`src/rtl/decode_stage_pkg.sv`:
```
// Shared encodings for the RV32I+Zicsr decode stage: opcodes, ALU ops, writeback selects
// and the packed control bundle carried from decode into EX.
package decode_stage_pkg;

  localparam logic [6:0] OPC_LUI     = 7'b0110111;
  localparam logic [6:0] OPC_AUIPC   = 7'b0010111;
  localparam logic [6:0] OPC_JAL     = 7'b1101111;
  localparam logic [6:0] OPC_JALR    = 7'b1100111;
  localparam logic [6:0] OPC_BRANCH  = 7'b1100011;
  localparam logic [6:0] OPC_LOAD    = 7'b0000011;
  localparam logic [6:0] OPC_STORE   = 7'b0100011;
  localparam logic [6:0] OPC_OP_IMM  = 7'b0010011;
  localparam logic [6:0] OPC_OP      = 7'b0110011;
  localparam logic [6:0] OPC_MISCMEM = 7'b0001111;
  localparam logic [6:0] OPC_SYSTEM  = 7'b1110011;

  localparam logic [3:0] ALU_ADD   = 4'd0;
  localparam logic [3:0] ALU_SUB   = 4'd1;
  localparam logic [3:0] ALU_SLL   = 4'd2;
  localparam logic [3:0] ALU_SLT   = 4'd3;
  localparam logic [3:0] ALU_SLTU  = 4'd4;
  localparam logic [3:0] ALU_XOR   = 4'd5;
  localparam logic [3:0] ALU_SRL   = 4'd6;
  localparam logic [3:0] ALU_SRA   = 4'd7;
  localparam logic [3:0] ALU_OR    = 4'd8;
  localparam logic [3:0] ALU_AND   = 4'd9;
  localparam logic [3:0] ALU_PASSB = 4'd10;

  localparam logic [1:0] WB_ALU = 2'd0;
  localparam logic [1:0] WB_MEM = 2'd1;
  localparam logic [1:0] WB_PC4 = 2'd2;
  localparam logic [1:0] WB_CSR = 2'd3;

  localparam logic [31:0] NOP_WORD    = 32'h0000_0013;
  localparam logic [31:0] ECALL_WORD  = 32'h0000_0073;
  localparam logic [31:0] EBREAK_WORD = 32'h0010_0073;
  localparam logic [31:0] MRET_WORD   = 32'h3020_0073;

  typedef struct packed {
    logic [3:0] alu_op;
    logic       alu_src_imm;
    logic       alu_src_pc;
    logic       mem_read;
    logic       mem_write;
    logic [2:0] mem_funct3;
    logic       reg_write;
    logic [1:0] wb_sel;
    logic       branch;
    logic       jal;
    logic       jalr;
    logic [2:0] csr_op;
    logic       illegal;
    logic       ecall;
    logic       ebreak;
    logic       mret;
    logic       fence;
  } ctrl_t;

  // alt selects SUB/SRA; callers only raise it where funct7[5] is meaningful
  function automatic logic [3:0] alu_from_funct3(input logic [2:0] f3, input logic alt);
    logic [3:0] op;
    op = ALU_ADD;
    case (f3)
      3'b000: op = alt ? ALU_SUB : ALU_ADD;
      3'b001: op = ALU_SLL;
      3'b010: op = ALU_SLT;
      3'b011: op = ALU_SLTU;
      3'b100: op = ALU_XOR;
      3'b101: op = alt ? ALU_SRA : ALU_SRL;
      3'b110: op = ALU_OR;
      3'b111: op = ALU_AND;
      default: op = ALU_ADD;
    endcase
    return op;
  endfunction

endpackage

```
`src/rtl/decode_stage_imm_gen.sv`:
```
// Immediate generator: picks the RV32I immediate format from the opcode and sign-extends,
// except CSR*I which zero-extends the 5-bit uimm field.
module decode_stage_imm_gen
  import decode_stage_pkg::*;
(
  input  logic [31:0] i_inst,
  output logic [31:0] o_imm
);

  logic [6:0] w_opcode;
  assign w_opcode = i_inst[6:0];

  always_comb begin
    o_imm = {{20{i_inst[31]}}, i_inst[31:20]};
    case (w_opcode)
      OPC_LUI, OPC_AUIPC: o_imm = {i_inst[31:12], 12'b0};
      OPC_JAL:    o_imm = {{12{i_inst[31]}}, i_inst[19:12], i_inst[20], i_inst[30:21], 1'b0};
      OPC_BRANCH: o_imm = {{20{i_inst[31]}}, i_inst[7], i_inst[30:25], i_inst[11:8], 1'b0};
      OPC_STORE:  o_imm = {{20{i_inst[31]}}, i_inst[31:25], i_inst[11:7]};
      OPC_SYSTEM: if (i_inst[14]) o_imm = {27'b0, i_inst[19:15]};
      default:    o_imm = {{20{i_inst[31]}}, i_inst[31:20]};
    endcase
  end

endmodule

```
`src/rtl/decode_stage.sv`:
```
// RV32I+Zicsr decode stage: combinational regfile addressing and load-use hazard detect,
// registered ID/EX bundle with stall hold and bubble insertion.
module decode_stage
  import decode_stage_pkg::*;
#(
  parameter int              XLEN     = 32,
  parameter logic [XLEN-1:0] RESET_PC = '0
) (
  input  logic            i_clk,
  input  logic            i_rst_n,
  input  logic            i_stall,
  input  logic            i_flush,
  input  logic [31:0]     i_inst,
  input  logic [XLEN-1:0] i_pc,
  input  logic [4:0]      i_ex_rd,
  input  logic            i_ex_mem_read,
  output logic [4:0]      o_rs1_addr,
  output logic [4:0]      o_rs2_addr,
  output logic            o_hazard_stall,
  output logic            o_valid,
  output logic [XLEN-1:0] o_pc,
  output logic [4:0]      o_rs1,
  output logic [4:0]      o_rs2,
  output logic [4:0]      o_rd,
  output logic [XLEN-1:0] o_imm,
  output logic [3:0]      o_alu_op,
  output logic            o_alu_src_imm,
  output logic            o_alu_src_pc,
  output logic            o_mem_read,
  output logic            o_mem_write,
  output logic [2:0]      o_mem_funct3,
  output logic            o_reg_write,
  output logic [1:0]      o_wb_sel,
  output logic            o_branch,
  output logic            o_jal,
  output logic            o_jalr,
  output logic [2:0]      o_csr_op,
  output logic [11:0]     o_csr_addr,
  output logic            o_illegal,
  output logic            o_ecall,
  output logic            o_ebreak,
  output logic            o_mret,
  output logic            o_fence
);

  logic [6:0]  w_opcode;
  logic [2:0]  w_funct3;
  logic [6:0]  w_funct7;
  logic [4:0]  w_rd;
  logic [31:0] w_imm;
  logic        w_illegal;
  logic        w_csr_imm;
  logic        w_uses_rs1;
  logic        w_uses_rs2;
  ctrl_t       w_ctrl;

  assign w_opcode   = i_inst[6:0];
  assign w_rd       = i_inst[11:7];
  assign w_funct3   = i_inst[14:12];
  assign w_funct7   = i_inst[31:25];
  assign o_rs1_addr = i_inst[19:15];
  assign o_rs2_addr = i_inst[24:20];

  decode_stage_imm_gen u_imm_gen (
    .i_inst (i_inst),
    .o_imm  (w_imm)
  );

  assign w_csr_imm  = (w_opcode == OPC_SYSTEM) && w_funct3[2] && (w_funct3[1:0] != 2'b00);
  assign w_uses_rs1 = !((w_opcode == OPC_LUI) || (w_opcode == OPC_AUIPC) ||
                        (w_opcode == OPC_JAL) || w_csr_imm);
  assign w_uses_rs2 = (w_opcode == OPC_OP) || (w_opcode == OPC_STORE) || (w_opcode == OPC_BRANCH);

  assign o_hazard_stall = !i_flush && i_ex_mem_read && (i_ex_rd != 5'd0) &&
                          ((w_uses_rs1 && (o_rs1_addr == i_ex_rd)) ||
                           (w_uses_rs2 && (o_rs2_addr == i_ex_rd)));

  always_comb begin
    w_ctrl    = '0;
    w_illegal = (i_inst[1:0] != 2'b11);
    case (w_opcode)
      OPC_LUI: begin
        w_ctrl.alu_op = ALU_PASSB; w_ctrl.alu_src_imm = 1'b1; w_ctrl.reg_write = 1'b1;
      end
      OPC_AUIPC: begin
        w_ctrl.alu_src_imm = 1'b1; w_ctrl.alu_src_pc = 1'b1; w_ctrl.reg_write = 1'b1;
      end
      OPC_JAL: begin
        w_ctrl.alu_src_imm = 1'b1; w_ctrl.alu_src_pc = 1'b1; w_ctrl.reg_write = 1'b1;
        w_ctrl.wb_sel = WB_PC4; w_ctrl.jal = 1'b1;
      end
      OPC_JALR: begin
        w_ctrl.alu_src_imm = 1'b1; w_ctrl.reg_write = 1'b1; w_ctrl.wb_sel = WB_PC4;
        w_ctrl.jalr = 1'b1;
        w_illegal = w_illegal || (w_funct3 != 3'b000);
      end
      OPC_BRANCH: begin
        w_ctrl.branch = 1'b1;
        w_ctrl.alu_op = w_funct3[2] ? (w_funct3[1] ? ALU_SLTU : ALU_SLT) : ALU_SUB;
        w_illegal = w_illegal || (w_funct3[2:1] == 2'b01);
      end
      OPC_LOAD: begin
        w_ctrl.alu_src_imm = 1'b1; w_ctrl.mem_read = 1'b1; w_ctrl.mem_funct3 = w_funct3;
        w_ctrl.reg_write = 1'b1; w_ctrl.wb_sel = WB_MEM;
        w_illegal = w_illegal || (w_funct3 == 3'b011) || (w_funct3[2:1] == 2'b11);
      end
      OPC_STORE: begin
        w_ctrl.alu_src_imm = 1'b1; w_ctrl.mem_write = 1'b1; w_ctrl.mem_funct3 = w_funct3;
        w_illegal = w_illegal || (w_funct3 > 3'b010);
      end
      OPC_OP_IMM: begin
        w_ctrl.alu_src_imm = 1'b1; w_ctrl.reg_write = 1'b1;
        w_ctrl.alu_op = alu_from_funct3(w_funct3, (w_funct3 == 3'b101) && w_funct7[5]);
        if (w_funct3 == 3'b001) w_illegal = w_illegal || (w_funct7 != 7'h00);
        if (w_funct3 == 3'b101) w_illegal = w_illegal || ((w_funct7 != 7'h00) && (w_funct7 != 7'h20));
      end
      OPC_OP: begin
        w_ctrl.reg_write = 1'b1;
        w_ctrl.alu_op = alu_from_funct3(w_funct3, w_funct7[5]);
        if (w_funct7 == 7'h20)
          w_illegal = w_illegal || !((w_funct3 == 3'b000) || (w_funct3 == 3'b101));
        else
          w_illegal = w_illegal || (w_funct7 != 7'h00);
      end
      OPC_MISCMEM: w_ctrl.fence = 1'b1;
      OPC_SYSTEM: begin
        if (w_funct3 == 3'b000) begin
          w_ctrl.ecall  = (i_inst == ECALL_WORD);
          w_ctrl.ebreak = (i_inst == EBREAK_WORD);
          w_ctrl.mret   = (i_inst == MRET_WORD);
          w_illegal = !(w_ctrl.ecall || w_ctrl.ebreak || w_ctrl.mret);
        end else if (w_funct3 == 3'b100) begin
          w_illegal = 1'b1;
        end else begin
          w_ctrl.csr_op = w_funct3; w_ctrl.reg_write = 1'b1; w_ctrl.wb_sel = WB_CSR;
        end
      end
      default: w_illegal = 1'b1;
    endcase
    // An illegal word still occupies the slot so EX can raise the trap, but has no effects
    if (w_illegal) begin
      w_ctrl.mem_read = 1'b0; w_ctrl.mem_write = 1'b0; w_ctrl.reg_write = 1'b0;
      w_ctrl.branch   = 1'b0; w_ctrl.jal       = 1'b0; w_ctrl.jalr      = 1'b0;
      w_ctrl.csr_op   = 3'b000;
    end
    w_ctrl.illegal = w_illegal;
    if (w_rd == 5'd0) w_ctrl.reg_write = 1'b0;
  end

  logic            r_valid;
  logic [XLEN-1:0] r_pc;
  logic [4:0]      r_rs1, r_rs2, r_rd;
  logic [XLEN-1:0] r_imm;
  logic [11:0]     r_csr_addr;
  ctrl_t           r_ctrl;

  always_ff @(posedge i_clk or negedge i_rst_n) begin
    if (!i_rst_n) begin
      r_valid <= 1'b0; r_pc <= RESET_PC; r_rs1 <= '0; r_rs2 <= '0; r_rd <= '0;
      r_imm <= '0; r_csr_addr <= '0; r_ctrl <= '0;
    end else if (!i_stall) begin
      if (i_flush || o_hazard_stall) begin
        r_valid <= 1'b0; r_pc <= '0; r_rs1 <= '0; r_rs2 <= '0; r_rd <= '0;
        r_imm <= '0; r_csr_addr <= '0; r_ctrl <= '0;
      end else begin
        r_valid <= 1'b1; r_pc <= i_pc; r_rs1 <= o_rs1_addr; r_rs2 <= o_rs2_addr;
        r_rd <= w_rd; r_imm <= w_imm; r_csr_addr <= i_inst[31:20]; r_ctrl <= w_ctrl;
      end
    end
  end

  assign o_valid       = r_valid;
  assign o_pc          = r_pc;
  assign o_rs1         = r_rs1;
  assign o_rs2         = r_rs2;
  assign o_rd          = r_rd;
  assign o_imm         = r_imm;
  assign o_csr_addr    = r_csr_addr;
  assign o_alu_op      = r_ctrl.alu_op;
  assign o_alu_src_imm = r_ctrl.alu_src_imm;
  assign o_alu_src_pc  = r_ctrl.alu_src_pc;
  assign o_mem_read    = r_ctrl.mem_read;
  assign o_mem_write   = r_ctrl.mem_write;
  assign o_mem_funct3  = r_ctrl.mem_funct3;
  assign o_reg_write   = r_ctrl.reg_write;
  assign o_wb_sel      = r_ctrl.wb_sel;
  assign o_branch      = r_ctrl.branch;
  assign o_jal         = r_ctrl.jal;
  assign o_jalr        = r_ctrl.jalr;
  assign o_csr_op      = r_ctrl.csr_op;
  assign o_illegal     = r_ctrl.illegal;
  assign o_ecall       = r_ctrl.ecall;
  assign o_ebreak      = r_ctrl.ebreak;
  assign o_mret        = r_ctrl.mret;
  assign o_fence       = r_ctrl.fence;

endmodule

```
`config.mk`:
```
export PLATFORM = sky130hd
export DESIGN_NAME = decode_stage
export DESIGN_NICKNAME = d
export VERILOG_FILES = /design/src/rtl/decode_stage_pkg.sv /design/src/rtl/decode_stage_imm_gen.sv /design/src/rtl/decode_stage.sv
export SDC_FILE = /design/constraint.sdc
export NUM_CORES = 1
export LEC_CHECK = 0
export ABC_CLOCK_PERIOD_IN_PS = 2900
export BUFFER_PORTS_ARGS = -buffer_cell sky130_fd_sc_hd__buf_2
export CORE_UTILIZATION = 50
export CTS_CLUSTER_SIZE = 16
export DETAILED_ROUTE_END_ITERATION = 8
export PLACE_DENSITY_LB_ADDON = 0.12
export SLEW_MARGIN = 20
export SYNTH_ARGS = -nofsm -noshare
export SYNTH_HDL_FRONTEND = slang
export SYNTH_HIERARCHICAL = 1
export SYNTH_SLANG_ARGS = --single-unit
```
`constraint.sdc`:
```
create_clock -name i_clk -period 2.9 [get_ports i_clk]
set_clock_uncertainty 0.15 [all_clocks]
set_input_delay 0.145 -clock i_clk [delete_from_list [all_inputs] [get_ports i_clk]]
set_output_delay 0.145 -clock i_clk [all_outputs]
set_load 0.01 [all_outputs]
```
; Word level (Yosys, flattened, before mapping)
; Cells that the tools add are included.
[totals]
elab_cells = 145
ff_bits = 117
inputBits = 74
[op_classes]
n_eq_ne = 28
n_lt_le_gt_ge = 1
reduce_logical = 44
n_mux = 48
[op_table]
columns = operator, count
row1 = 32-bit one-hot mux with 5 select lines, 1
row2 = 32-bit two-way mux, 3
row3 = 4-bit one-hot mux with 8 select lines, 2
row4 = "32-bit by 21-bit equality test with 1-bit output, second input constant", 1
row5 = "32-bit by 30-bit equality test with 1-bit output, second input constant", 1
row6 = "32-bit by 7-bit equality test with 1-bit output, second input constant", 1
row7 = 3-bit two-way mux, 10
row8 = "7-bit by 6-bit equality test with 1-bit output, second input constant", 4
row9 = "7-bit equality test, second input constant", 4
row10 = 25-bit two-way mux, 1
row11 = 1-bit two-way mux, 21
row12 = 1-bit logical OR, 18
row13 = 4-bit one-hot mux with 4 select lines, 1
row14 = 5-bit two-way mux, 3
row15 = "7-bit by 5-bit equality test with 1-bit output, second input constant", 2
row16 = 7-bit OR reduction, 2
row17 = "3-bit equality test, second input constant", 4
row18 = 12-bit two-way mux, 1
row19 = 5-bit equality test, 2
row20 = 1-bit logical AND, 9
row21 = 1-bit one-hot mux with 8 select lines, 1
row22 = 2-bit OR reduction, 4
row23 = "7-bit by 2-bit equality test with 1-bit output, second input constant", 1
row24 = "7-bit by 4-bit equality test with 1-bit output, second input constant", 1
row25 = 19 further kinds, 23

; Longest topological paths before layout
[logic_depth]
word_depth = 10
ltp_mapped = 11

; Cells and area by module
; Netlist, hierarchy kept.
[modules_own_cells]
columns = mod, instances, seq_area_each_um2, cells_per_inst, area_each_um2
row1 = decode_stage, 1, 2802.7, 415, 4917.2
row2 = decode_stage_imm_gen, 1, 0.0, 95, 609.3

; Least setup slack after synthesis
; No wires, ideal clock.
[synth_timing]
path_type = input to register
startpoint = input port i_inst[2]
endpoint = register r_rs2[1] (netlist: o_rs2[1])
cell_stages = 10
t_required_ns = 2.629
setup_time_ns = 0.121
n_path_buf = 5
setup_slack_ns = 0.928
arrival_ns = 1.701
cell_sequence = buf_2 -> nand4bb_1 -> buf_4 -> nor3_2 -> nand4_1 -> a31o_1 -> buf_2 -> buf_6 -> buf_6 -> a22o_1
[synth_via]
elab_chain_len = 10
word_cells_on_any_way = 21
classes_between = eq/ne: 7 / mux: 1 / reduce/logical: 13
[synth_lines]
columns = item, line_no
row1 = from (decl), decode_stage.sv:13  ; input logic [31:0] i_inst,
row2 = "7-bit by 6-bit equality test with 1-bit output, or another cell as far along", decode_stage.sv:70  ; assign w_uses_rs1 = !((w_opcode == OPC_LUI) || (w_opcode == OPC_AUIPC) ||
row3 = 1-bit logical OR or 1-bit logical AND (tied branches) (2 in series), "decode_stage.sv:70, decode_stage.sv:69"
row4 = 1-bit logical OR, decode_stage.sv:71  ; (w_opcode == OPC_JAL) || w_csr_imm);
row5 = 1-bit zero test, decode_stage.sv:70
row6 = 1-bit logical AND, decode_stage.sv:75  ; ((w_uses_rs1 && (o_rs1_addr == i_ex_rd)) ||
row7 = 1-bit logical OR *, decode_stage.sv:75
row8 = 1-bit logical AND *, decode_stage.sv:74  ; assign o_hazard_stall = !i_flush && i_ex_mem_read && (i_ex_rd != 5'd0) &&
row9 = 1-bit logical OR *, decode_stage.sv:162  ; if (i_flush || o_hazard_stall) begin
row10 = 5-bit two-way mux *, decode_stage.sv:162
row11 = to (signal assigned), decode_stage.sv:159  ; r_valid <= 1'b0; r_pc <= RESET_PC; r_rs1 <= '0; r_rs2 <= '0; r_rd <= '0;
row12 = to (signal assigned), decode_stage.sv:163  ; r_valid <= 1'b0; r_pc <= '0; r_rs1 <= '0; r_rs2 <= '0; r_rd <= '0;
row13 = to (signal assigned), decode_stage.sv:166  ; r_valid <= 1'b1; r_pc <= i_pc; r_rs1 <= o_rs1_addr; r_rs2 <= o_rs2_addr;
row14 = to (decl), decode_stage.sv:152  ; logic [4:0] r_rs1, r_rs2, r_rd;
; Every way passes the cells marked *; elsewhere a longest branch is shown, timed or not.
; A chain may end at the register's enable or synchronous reset.

; Final worst setup path
[layout_timing]
startpoint = input port i_inst[3]
endpoint = register r_ctrl (netlist bit o_csr_op[0])
[layout_via]
elab_chain_len = 10
word_cells_on_any_way = 36
classes_between = eq/ne: 14 / mux: 5 / reduce/logical: 17
[layout_lines]
columns = item, line_no
row1 = "parallel branches: the longest is 9 deep, another holds 32-bit by 7-bit equality test with 1-bit output", --
row2 = 25-bit two-way mux *, decode_stage.sv:162
row3 = to (signal assigned), decode_stage.sv:167  ; r_rd <= w_rd; r_imm <= w_imm; r_csr_addr <= i_inst[31:20]; r_ctrl <= w_ctrl;
row4 = to (decl), decode_stage.sv:155  ; ctrl_t r_ctrl;
; Every way passes the cells marked *.

==> summary.md <==
| Metric | Value |
|---|---|
| Sw Pwr | `0.001050 W` |
| Number of global-route vias before repair | `4901` |
| Post-Syn Area | `5527 µm²` |
| H-tree Lvls | `3` |
| Sw Share | `30.23%` |
| GRT Util Overall | `28.81%` |
| Filler cells | `846` |
| Synth warn | `6` |
| Count of cell types in the netlist | `66` |
| Leading post-synthesis cells by cell area | `dfrtp_1, a22o_1, nand2_1` |
| Worst Path Arrival | `2.59 ns` |
| Clock Latency Late Sink | `0.37 ns` |
| Hold Vio Cnt, Final | `0` |
| Shortest period the worst path allows | `2.416 ns` |
| Unrepaired setup endpoints after global routing | `false` |
| Sum Neg Setup Slack | `0 ns` |
| R2R depth | `1` |
| Top-count cell post-synth | `dfrtp_1` |
| PD cells | `482.3 nW/µm²` |
| Top FF cell, synth | `dfrtp_1` |
| Core Util, Final | `66.72%` |
| WL/cell | `18.92 µm` |
| Nets@finish | `803` |
| Slew HR | `50.12%` |
| Clock Tree Buf Depth | `2` |
| Die ar. | `11480 µm²` |
| Syn Nets | `584` |
| DRC | `0` |
| Initial antenna violation count | `0` |
| Largest net degree at the start of global routing | `73` |
| Part of the power in registers | `51.4%` |
| CP peak stage delay | `0.53 ns` |
| Largest area contributor in the netlist | `dfrtp_1` |
| CTS Root Cell | `clkbuf_8` |
| Syn Area/Cell | `10.84 µm²` |
| Seq/Total Area, Yosys | `50.71%` |
| Yosys reg bits | `112` |
| Worst-margin pin slew | `0.7482 ns` |
| Crit path required time | `3.07 ns` |
| Synth Instances | `510` |
| DRT Wirelength | `16.54 mm` |
| VDD IR-drop max | `0.2588 mV` |
| Diode count | `0` |
| Post-synth ARST share | `100.0%` |
| Post-CTS sizing | `0` |
| Clock buffer count from CTS | `9` |
| Number of flops mapped to enable cells by yosys | `0` |
| Share of the synthesized area in the top cell type | `50.71%` |
| Drt pass-1 iters | `5` |
| HPWL Detailed | `11.04 mm` |
| Most numerous cell on the critical path | `nand3_1` |
| Total grt overflow | `0` |
| Finished Layout Cells | `874` |
| Core area | `10790 µm²` |
| CTS Hold Bufs | `53` |
| Die Y-Extent | `107.1 µm` |
| R2R setup slack | `1.95 ns` |
| Post-CTS Setup Repair Bufs | `0` |
| PortBufs | `201` |
| Rows | `38` |
| CP Launch Type | `primary input` |
| CTS tree | `done` |
| # clock sinks | `112` |
| Hold path cells | `2` |
| Path type of the worst min-delay path | `in -> reg` |
| Critical Path End Type | `flop` |
| Die W | `107.1 µm` |
| First-pass GRT wire length | `25.51 mm` |
| Fin crit share | `83.31%` |
| Power share of the clock group | `26.3%` |
| Max-cap violations | `0` |
| Comb pwr share | `22.3%` |
| Count of final setup violators | `0` |
| Via count | `5107` |
| DRT iter0 DRCs | `395` |
| Area Growth Syn to Fin | `30.29%` |
| Worst-path clk slew | `0.11 ns` |
| Gpl congestion | `0.8732` |
| Crit-path max FO | `47` |
| LEAKAGE | `3.567 nW` |
| Ports | `202` |
| Worst Setup Path Type | `in -> reg` |
| Final Slew Violations | `0` |
| Slowest stage cell, crit path | `dlygate4sd3_1` |
| Internal power | `0.002423 W` |
| Worst-path cell chain | `dlygate4sd3_1 > buf_2 > nand4bb_1 > nor2_4 > nand3_1 > nand3_1 > a31o_4 > buf_12 > a32o_1` |
| Outcome | `completed` |
| Most common library cells after synthesis | `dfrtp_1, a22o_1, nand2_1, clkbuf_1, o21ai_0` |
| Initial Util | `51.21%` |
| Placed insts | `805` |
| Antenna viol nets, final | `0` |
| Fmax | `413.9 MHz` |
| Layout cells sized above 1 | `34.06%` |
| Via density | `5.843` |
[power groups by stage]
stage | clock, W | combinational [W] | sequential [W]
global route | 0.00100 | 0.000835 | 0.00180
detailed placement | 0 | 0.000717 | 0.00181
floorplan | 0 | 0.000328 | 0.00187
global placement | 0 | 0.000706 | 0.00181
finish | 0.000914 | 0.000774 | 0.00178
CTS | 0.000940 | 0.000773 | 0.00178
[placed cells by master, fill, tap and decap left out, types with 3 or more instances in the layout]
cell type      count
nor4_1             5
o21ai_1           16
dfrtp_1          112
a32o_1             6
or4_1              3
a22o_1            91
a221o_1            5
clkbuf_8          11
o21ai_0           21
nor2b_1           13
a21oi_1            9
and3_1             3
xnor2_1            3
a31oi_1            4
nand4_1            4
nand2_1           46
o31ai_1            5
dlygate4sd3_1     53
buf_2            199
nand4b_1           3
nand3_1           15
nor3_1             9
xor2_1             8
buf_4             10
nor2_1            20
inv_1              4
[per-stage QoR]
| stage | cell area [µm²] | power [W] | worst slack, ns | hold WS (ns) |
|---|---|---|---|---|
| 6_report | 7201 | 0.003473 | 0.4839 | 0.02351 |
| 5_1_grt | 7201 | 0.003635 | 0.3359 | 0.002839 |
| 4_1_cts | 7201 | 0.003498 | 0.5215 | 0.003068 |
| 3_5_place_dp | 6479 | 0.002532 | 0.5927 | 0.09600 |
| 3_3_place_gp | 6479 | 0.002512 | 0.6342 | 0.09263 |
| 2_1_floorplan | 5527 | 0.002199 | 0.9280 | -0.3006 |
[path summary, 6_finish.rpt]
| kind | startpoint | to |
|---|---|---|
| min reg2reg | o_jalr | o_jalr |
| max | i_inst[3] | o_csr_op[0] |
| max reg2reg | o_rs2[0] | o_rs2[0] |
| min in group asynchronous | i_rst_n | o_pc[8] |
| max in group asynchronous | i_rst_n | o_rs2[3] |
| min | i_inst[30] | o_csr_addr[10] |
[layer usage]
metal	part of all wire [%]	global-route usage, %	vias to the layer above
met5	0	0	-
met4	1.4	8.513	0
met3	7.8	5.957	26
met2	47	47.28	263
met1	44	38.48	2470
li1	-	-	2348
[kinds of logic after synthesis]
family / count (synthesis) / share of synthesized area (%)
and+or+nand+nor: 148 / 15.01
muxes: 2 / 0.3623
buffers and inverters: 60 / 6.475
DFF: 112 / 50.71
AOI/OAI and AO/OA: 177 / 25.70
xor gates and xnor gates: 11 / 1.743
[worst max-delay path: cells and delay by family]
family | cells | cell delay, ns
buffers and inverters | 3 | 0.98
and+or+nand+nor | 4 | 0.94
AOI/OAI and AO/OA | 2 | 0.52
[cell type report]
type	count	area (µm²)	area share (%)
clock inverter	4	36.28	0.5039
tap	140	175.2	2.433
inverter	4	15.01	0.2085
multi-input combinational	338	2375	32.98
clock buffer	12	155.1	2.155
timing repair buffer	264	1642	22.80
sequential	112	2803	38.92
[state kept, by name (all words and copies together), names as in the netlist, 2 cells and up]
register / cells
o_wb_sel: 2
o_pc: 32
o_rs1: 5
o_rs2: 4
o_alu_op: 4
o_csr_op: 3
o_rd: 5
o_imm: 32
o_mem_funct3: 3
o_csr_addr: 8
Power figures use the tool's default switching activity.
